`src/rtl/game_sequencer.sv`:
```
`default_nettype none
// ============================================================================
// Module   : game_sequencer
// Purpose  : Game-flow FSM (IDLE/PLAY/PAUSE/OVER/WIN) for a snake-style game.
//            Generates the frame-paced move tick, the game-logic reset pulse,
//            the freeze flag, overlay enables and the score-dependent period.
// Revision : 1.0 - initial release
// ============================================================================
module game_sequencer #(
  parameter int BASE_FRAMES = 20,
  parameter int STEP_FRAMES = 1,
  parameter int MIN_FRAMES  = 4,
  parameter int RST_CYCLES  = 16
) (
  input  logic       pclk,
  input  logic       rst_n,
  input  logic       vblnk,
  input  logic       start_req,
  input  logic       pause_req,
  input  logic       restart_req,
  input  logic       game_over_in,
  input  logic       victory_in,
  input  logic [3:0] score,
  output logic [2:0] state,
  output logic       move_tick,
  output logic       game_rst,
  output logic       freeze,
  output logic       show_game_over,
  output logic       show_you_win,
  output logic       show_score,
  output logic [5:0] period
);

  localparam int c_RST_CNT_W = $clog2(RST_CYCLES + 1);

  typedef enum logic [2:0] {
    IDLE  = 3'd0,
    PLAY  = 3'd1,
    PAUSE = 3'd2,
    OVER  = 3'd3,
    WIN   = 3'd4
  } state_t;

  state_t                   r_state;
  state_t                   w_state_nxt;
  logic                     r_live;
  logic                     r_start_d;
  logic                     r_pause_d;
  logic                     r_restart_d;
  logic                     r_vblnk_d;
  logic [5:0]               r_frame_cnt;
  logic [5:0]               r_period;
  logic [c_RST_CNT_W-1:0]   r_rst_cnt;
  logic                     r_game_rst;
  logic                     r_move_tick;
  logic                     r_freeze;
  logic                     r_show_go;
  logic                     r_show_win;
  logic                     r_show_score;

  logic                     w_start_ev;
  logic                     w_pause_ev;
  logic                     w_restart_ev;
  logic                     w_frame_edge;
  logic                     w_stay_play;
  logic [6:0]               w_cnt_inc;
  logic                     w_tick;
  logic [15:0]              w_prod;
  logic [7:0]               w_period_calc;

  // Request edges are masked for the first cycle after reset so that a key
  // held through reset has to be released and pressed again.
  assign w_start_ev   = r_live & start_req   & ~r_start_d;
  assign w_pause_ev   = r_live & pause_req   & ~r_pause_d;
  assign w_restart_ev = r_live & restart_req & ~r_restart_d;
  assign w_frame_edge = vblnk & ~r_vblnk_d;

  // Delay registers for edge detection plus the post-reset arming flag.
  always_ff @(posedge pclk or negedge rst_n) begin
    if (!rst_n) begin
      r_live      <= 1'b0;
      r_start_d   <= 1'b0;
      r_pause_d   <= 1'b0;
      r_restart_d <= 1'b0;
      r_vblnk_d   <= 1'b0;
    end else begin
      r_live      <= 1'b1;
      r_start_d   <= start_req;
      r_pause_d   <= pause_req;
      r_restart_d <= restart_req;
      r_vblnk_d   <= vblnk;
    end
  end

  // Next-state decode; restart beats victory, then game over, pause, start.
  always_comb begin
    w_state_nxt = r_state;
    if (w_restart_ev) begin
      w_state_nxt = IDLE;
    end else begin
      case (r_state)
        PLAY: begin
          if (victory_in)        w_state_nxt = WIN;
          else if (game_over_in) w_state_nxt = OVER;
          else if (w_pause_ev)   w_state_nxt = PAUSE;
        end
        PAUSE: begin
          if (w_pause_ev || w_start_ev) w_state_nxt = PLAY;
        end
        IDLE: begin
          if (w_start_ev && !r_game_rst) w_state_nxt = PLAY;
        end
        default: w_state_nxt = r_state;
      endcase
    end
  end

  // A tick only fires when PLAY is held through the frame edge, so it can
  // never show up alongside a state that has just left PLAY.
  assign w_stay_play = (r_state == PLAY) && (w_state_nxt == PLAY);
  assign w_cnt_inc   = {1'b0, r_frame_cnt} + 7'd1;
  assign w_tick      = w_stay_play && w_frame_edge && (w_cnt_inc >= {1'b0, r_period});

  // Period from score with a floor at MIN_FRAMES; the floor test is done
  // before subtracting so the difference can never wrap.
  always_comb begin
    w_prod        = 16'(score) * 16'(STEP_FRAMES);
    w_period_calc = 8'(BASE_FRAMES);
    if ((w_prod + 16'(MIN_FRAMES)) > 16'(BASE_FRAMES)) begin
      w_period_calc = 8'(MIN_FRAMES);
    end else begin
      w_period_calc = 8'(16'(BASE_FRAMES) - w_prod);
    end
  end

  // State register.
  always_ff @(posedge pclk or negedge rst_n) begin
    if (!rst_n) r_state <= IDLE;
    else        r_state <= w_state_nxt;
  end

  // Frame counter: cleared on a fresh game and on each tick, frozen in PAUSE.
  always_ff @(posedge pclk or negedge rst_n) begin
    if (!rst_n) begin
      r_frame_cnt <= 6'd0;
    end else if ((r_state == IDLE) && (w_state_nxt == PLAY)) begin
      r_frame_cnt <= 6'd0;
    end else if (w_tick) begin
      r_frame_cnt <= 6'd0;
    end else if (w_stay_play && w_frame_edge) begin
      r_frame_cnt <= r_frame_cnt + 6'd1;
    end
  end

  // Game-logic reset pulse, RST_CYCLES long, launched by every restart.
  always_ff @(posedge pclk or negedge rst_n) begin
    if (!rst_n) begin
      r_game_rst <= 1'b0;
      r_rst_cnt  <= '0;
    end else if (w_restart_ev) begin
      r_game_rst <= 1'b1;
      r_rst_cnt  <= c_RST_CNT_W'(RST_CYCLES - 1);
    end else if (r_game_rst) begin
      if (r_rst_cnt == '0) r_game_rst <= 1'b0;
      else                 r_rst_cnt  <= r_rst_cnt - c_RST_CNT_W'(1);
    end
  end

  // Registered outputs, decoded from the upcoming state.
  always_ff @(posedge pclk or negedge rst_n) begin
    if (!rst_n) begin
      r_period     <= 6'(BASE_FRAMES);
      r_move_tick  <= 1'b0;
      r_freeze     <= 1'b1;
      r_show_go    <= 1'b0;
      r_show_win   <= 1'b0;
      r_show_score <= 1'b0;
    end else begin
      r_period     <= 6'(w_period_calc);
      r_move_tick  <= w_tick;
      r_freeze     <= (w_state_nxt != PLAY);
      r_show_go    <= (w_state_nxt == OVER);
      r_show_win   <= (w_state_nxt == WIN);
      r_show_score <= (w_state_nxt == OVER) || (w_state_nxt == WIN);
    end
  end

  assign state          = r_state;
  assign move_tick      = r_move_tick;
  assign game_rst       = r_game_rst;
  assign freeze         = r_freeze;
  assign show_game_over = r_show_go;
  assign show_you_win   = r_show_win;
  assign show_score     = r_show_score;
  assign period         = r_period;

endmodule
`default_nettype wire

```
`config.mk`:
```
export PLATFORM = sky130hd
export DESIGN_NAME = game_sequencer
export DESIGN_NICKNAME = d
export VERILOG_FILES = /design/src/rtl/game_sequencer.sv
export SDC_FILE = /design/constraint.sdc
export NUM_CORES = 1
export LEC_CHECK = 0
export ABC_CLOCK_PERIOD_IN_PS = 3700
export BUFFER_PORTS_ARGS = -buffer_cell sky130_fd_sc_hd__clkbuf_2
export CORE_AREA = 4 4 54 92
export CTS_CLUSTER_DIAMETER = 80
export DETAILED_ROUTE_END_ITERATION = 7
export DIE_AREA = 0 0 58 96
export SKIP_LAST_GASP = 1
export SLEW_MARGIN = 20
export SYNTH_ARGS = -nofsm -noshare
export SYNTH_HDL_FRONTEND = slang
export SYNTH_SLANG_ARGS = --single-unit
export TNS_END_PERCENT = 10
```
`constraint.sdc`:
```
create_clock -name pclk -period 3.7 [get_ports pclk]
set_clock_uncertainty 0.05 [all_clocks]
set_input_delay 0.37 -clock pclk [delete_from_list [all_inputs] [get_ports pclk]]
set_output_delay 0.37 -clock pclk [all_outputs]
set_load 0.05 [all_outputs]
```
==> metrics.txt <==
fraction of registers with async set or reset after synthesis 1.000; leading area contributor after synthesis dfrtp_1; Slew headroom 0.5054; Placed Cells 228; Design Power 1.350 mW; Sw Ratio 0.4447; final worst-path cycle share 0.6624; outcome finished, final reports clean; Pwr Density 710.5 nW/µm²; Synth top area share 0.4135; Root Driver clkbuf_8; largest net degree at the start of global routing 31; H-tree levels 2; Max VDD drop 0.4385 mV; Seq pwr share 0.371; number of global-route vias before repair 1372; Clk pin slew, worst setup/hold paths 0.06 ns; CTS tree yes; gr usage total 0.1437; chip height 96 µm; number of max-cap violations 0; WP data arrival 2.57 ns; Most Crowded Layer GR met2; Final Hold Fails 0; met2 Use GR 0.2689; initial antenna violation count 0; worst-path maximum fanout 7; P_sw 0.6005 mW; Post-Syn Instances 156; post-route ant nets 0; leakage power 0.9182 nW; sequential element share of the synthesized area 0.4617; most common cell in the netlist dfrtp_1; cell area after synthesis 1634 µm²; CTS Buffer Depth 2; internal power 0.7498 mW; wire per inst 14.61 µm; drt drc 0; grt total ovfl 0; Iter 0 DRT Violations 19; first-pass GRT wire length 6065 µm; Critical Path RT 3.82 ns; Peak Freq 408.0 MHz; top post-synthesis cells by area dfrtp_1 41%, ha_1 10%, dfstp_2 4.8%; CTS buffer count 5; CORE AREA 4189 µm²; M1 GR Usage 0.1470; worst hold path type in2async; WHS 0.09218 ns; final WL 3447 µm; syn avg cell area 10.47 µm²; Finished Cell Area 1901 µm²; EDFF count, synth 0; Final Critical Period 2.451 ns; most common flop cell mapped by yosys dfrtp_1; commonest cells in the netlist 27 x dfrtp_1, 14 x nand2_1, 14 x nor2_1; Final Max Slew Viols 0; clock power share 0.198; dpl cell area 1809 µm²; type of origin of the critical path flop; routability cong. 0.8387; final worst slack 1.249 ns; GR Layer Usage met3 0.03087; via/cell ratio 5.318; number of core rows 31; die width 58 µm; first drt pass iteration count 4; Final Setup Violations 0; Non-Filler Instances 236; vias 1255; worst-margin pin slew 0.7419 ns; CTS Hold Buffers Added 0; full die area 5568 µm²; crit path kind reg2reg; Diodes inserted 0; post-layout util 0.4537; worst-skew pair later-pin latency 0.28 ns; Setup Buffers After CTS 0; post-CTS sizing 0; Yosys reg bits 30; NumNets Final 211; I/O Pins 27; share of cells above drive strength 1 0.2513; Gate power share 0.431; number of buffers added on ports 25; total negative setup slack 0 ns; syn_nets 181; Filler Cell Count 405; Clock Sinks 30; CP endpoint kind flop; HPWL after detailed placement 2722 µm; YS warnings 0; P&R area growth vs syn 16.31%; Setup Slack @ Placement 1.287 ns; Initial Util 0.3901; Yosys cell types 47; RSZ-0062 raised after global routing no
-- placed cells by master (no fill, tap or decap), types with 2 or more instances in the layout --
| cell | count |
|---|---|
| nand3_1 | 2 |
| nor4b_1 | 2 |
| ha_1 | 13 |
| o21ai_0 | 6 |
| and3_1 | 3 |
| nor2_1 | 14 |
| inv_2 | 3 |
| dfrtp_1 | 27 |
| inv_1 | 12 |
| nand2_1 | 14 |
| a22o_1 | 2 |
| o211ai_1 | 3 |
| a21oi_1 | 3 |
| xnor2_1 | 6 |
| dfstp_2 | 3 |
| conb_1 | 2 |
| clkbuf_2 | 25 |
| nand2b_1 | 4 |
| nor3_1 | 4 |
| o31ai_1 | 2 |
| a31oi_1 | 3 |
| clkbuf_8 | 6 |
| nor2b_1 | 2 |
-- cell type report --
| class | instances | area [µm²] | share of cell area |
|---|---|---|---|
| clock buffer | 7 | 86.33 | 0.04542 |
| clock inverter | 1 | 5.005 | 0.002633 |
| inverter | 15 | 56.30 | 0.02962 |
| multi-input combinational | 109 | 812.0 | 0.4273 |
| sequential | 30 | 754.5 | 0.3970 |
| tap | 49 | 61.31 | 0.03226 |
| timing repair buffer | 25 | 125.1 | 0.06583 |
-- cell families after synthesis --
kind of cell | Yosys count | share of synthesized area
compound gates | 31 | 0.1631
xor+xnor | 6 | 0.03216
fa+ha+maj | 13 | 0.09954
buf+inv | 17 | 0.04134
flops | 30 | 0.4617
mux | 1 | 0.006126
other cells | 2 | 0.004596
simple gates | 56 | 0.1914
-- metal layers --
metal / part of all wire / vias to the layer above / wire [µm]
li1: - / 603 / -
met3: 0.057 / 7 / 195
met4: 0.023 / 0 / 79
met5: 0 / - / 0
met1: 0.36 / 605 / 1250
met2: 0.56 / 40 / 1921
-- power groups by stage --
stage                     sequential, mW  combinational [mW]  clock [mW]
after detailed placement           0.507               0.582           0
after global routing               0.511               0.637       0.295
after CTS                          0.501               0.584       0.277
after floorplan                    0.639               0.305           0
final                              0.501               0.581       0.267
after global placement             0.502               0.567           0
-- final timing paths --
check                          startpoint        endpoint  slack (ns)  cells after the start
max reg2reg                r_frame_cnt[0]  r_frame_cnt[0]        1.25                      9
max in group asynchronous           rst_n       period[1]        3.02                      1
min reg2reg                r_frame_cnt[5]  r_frame_cnt[5]        0.50                      1
max                        r_frame_cnt[0]  r_frame_cnt[0]        1.25                      9
min in group pclk               start_req       r_start_d        0.17                      1
min                                 rst_n    r_rst_cnt[2]        0.09                      1
-- sequential cells by signal, summed over array words and instances, names as in the netlist --
name / cells
state: 3
r_restart_d: 1
r_pause_d: 1
r_vblnk_d: 1
show_game_over: 1
show_score: 1
freeze: 1
r_frame_cnt: 6
r_start_d: 1
period: 5
r_live: 1
move_tick: 1
show_you_win: 1
game_rst: 1
r_rst_cnt: 5
-- worst max-delay path, cell delays in order (launching register included) --
cell	delay [ns]
dfrtp_1	0.46
ha_1	0.22
nand3_1	0.14
xnor2_1	0.17
ha_1	0.28
o21ai_0	0.07
o32ai_1	0.47
nor3_2	0.14
nor4b_1	0.17
a21o_1	0.16
(Power assumes the default switching activity.)
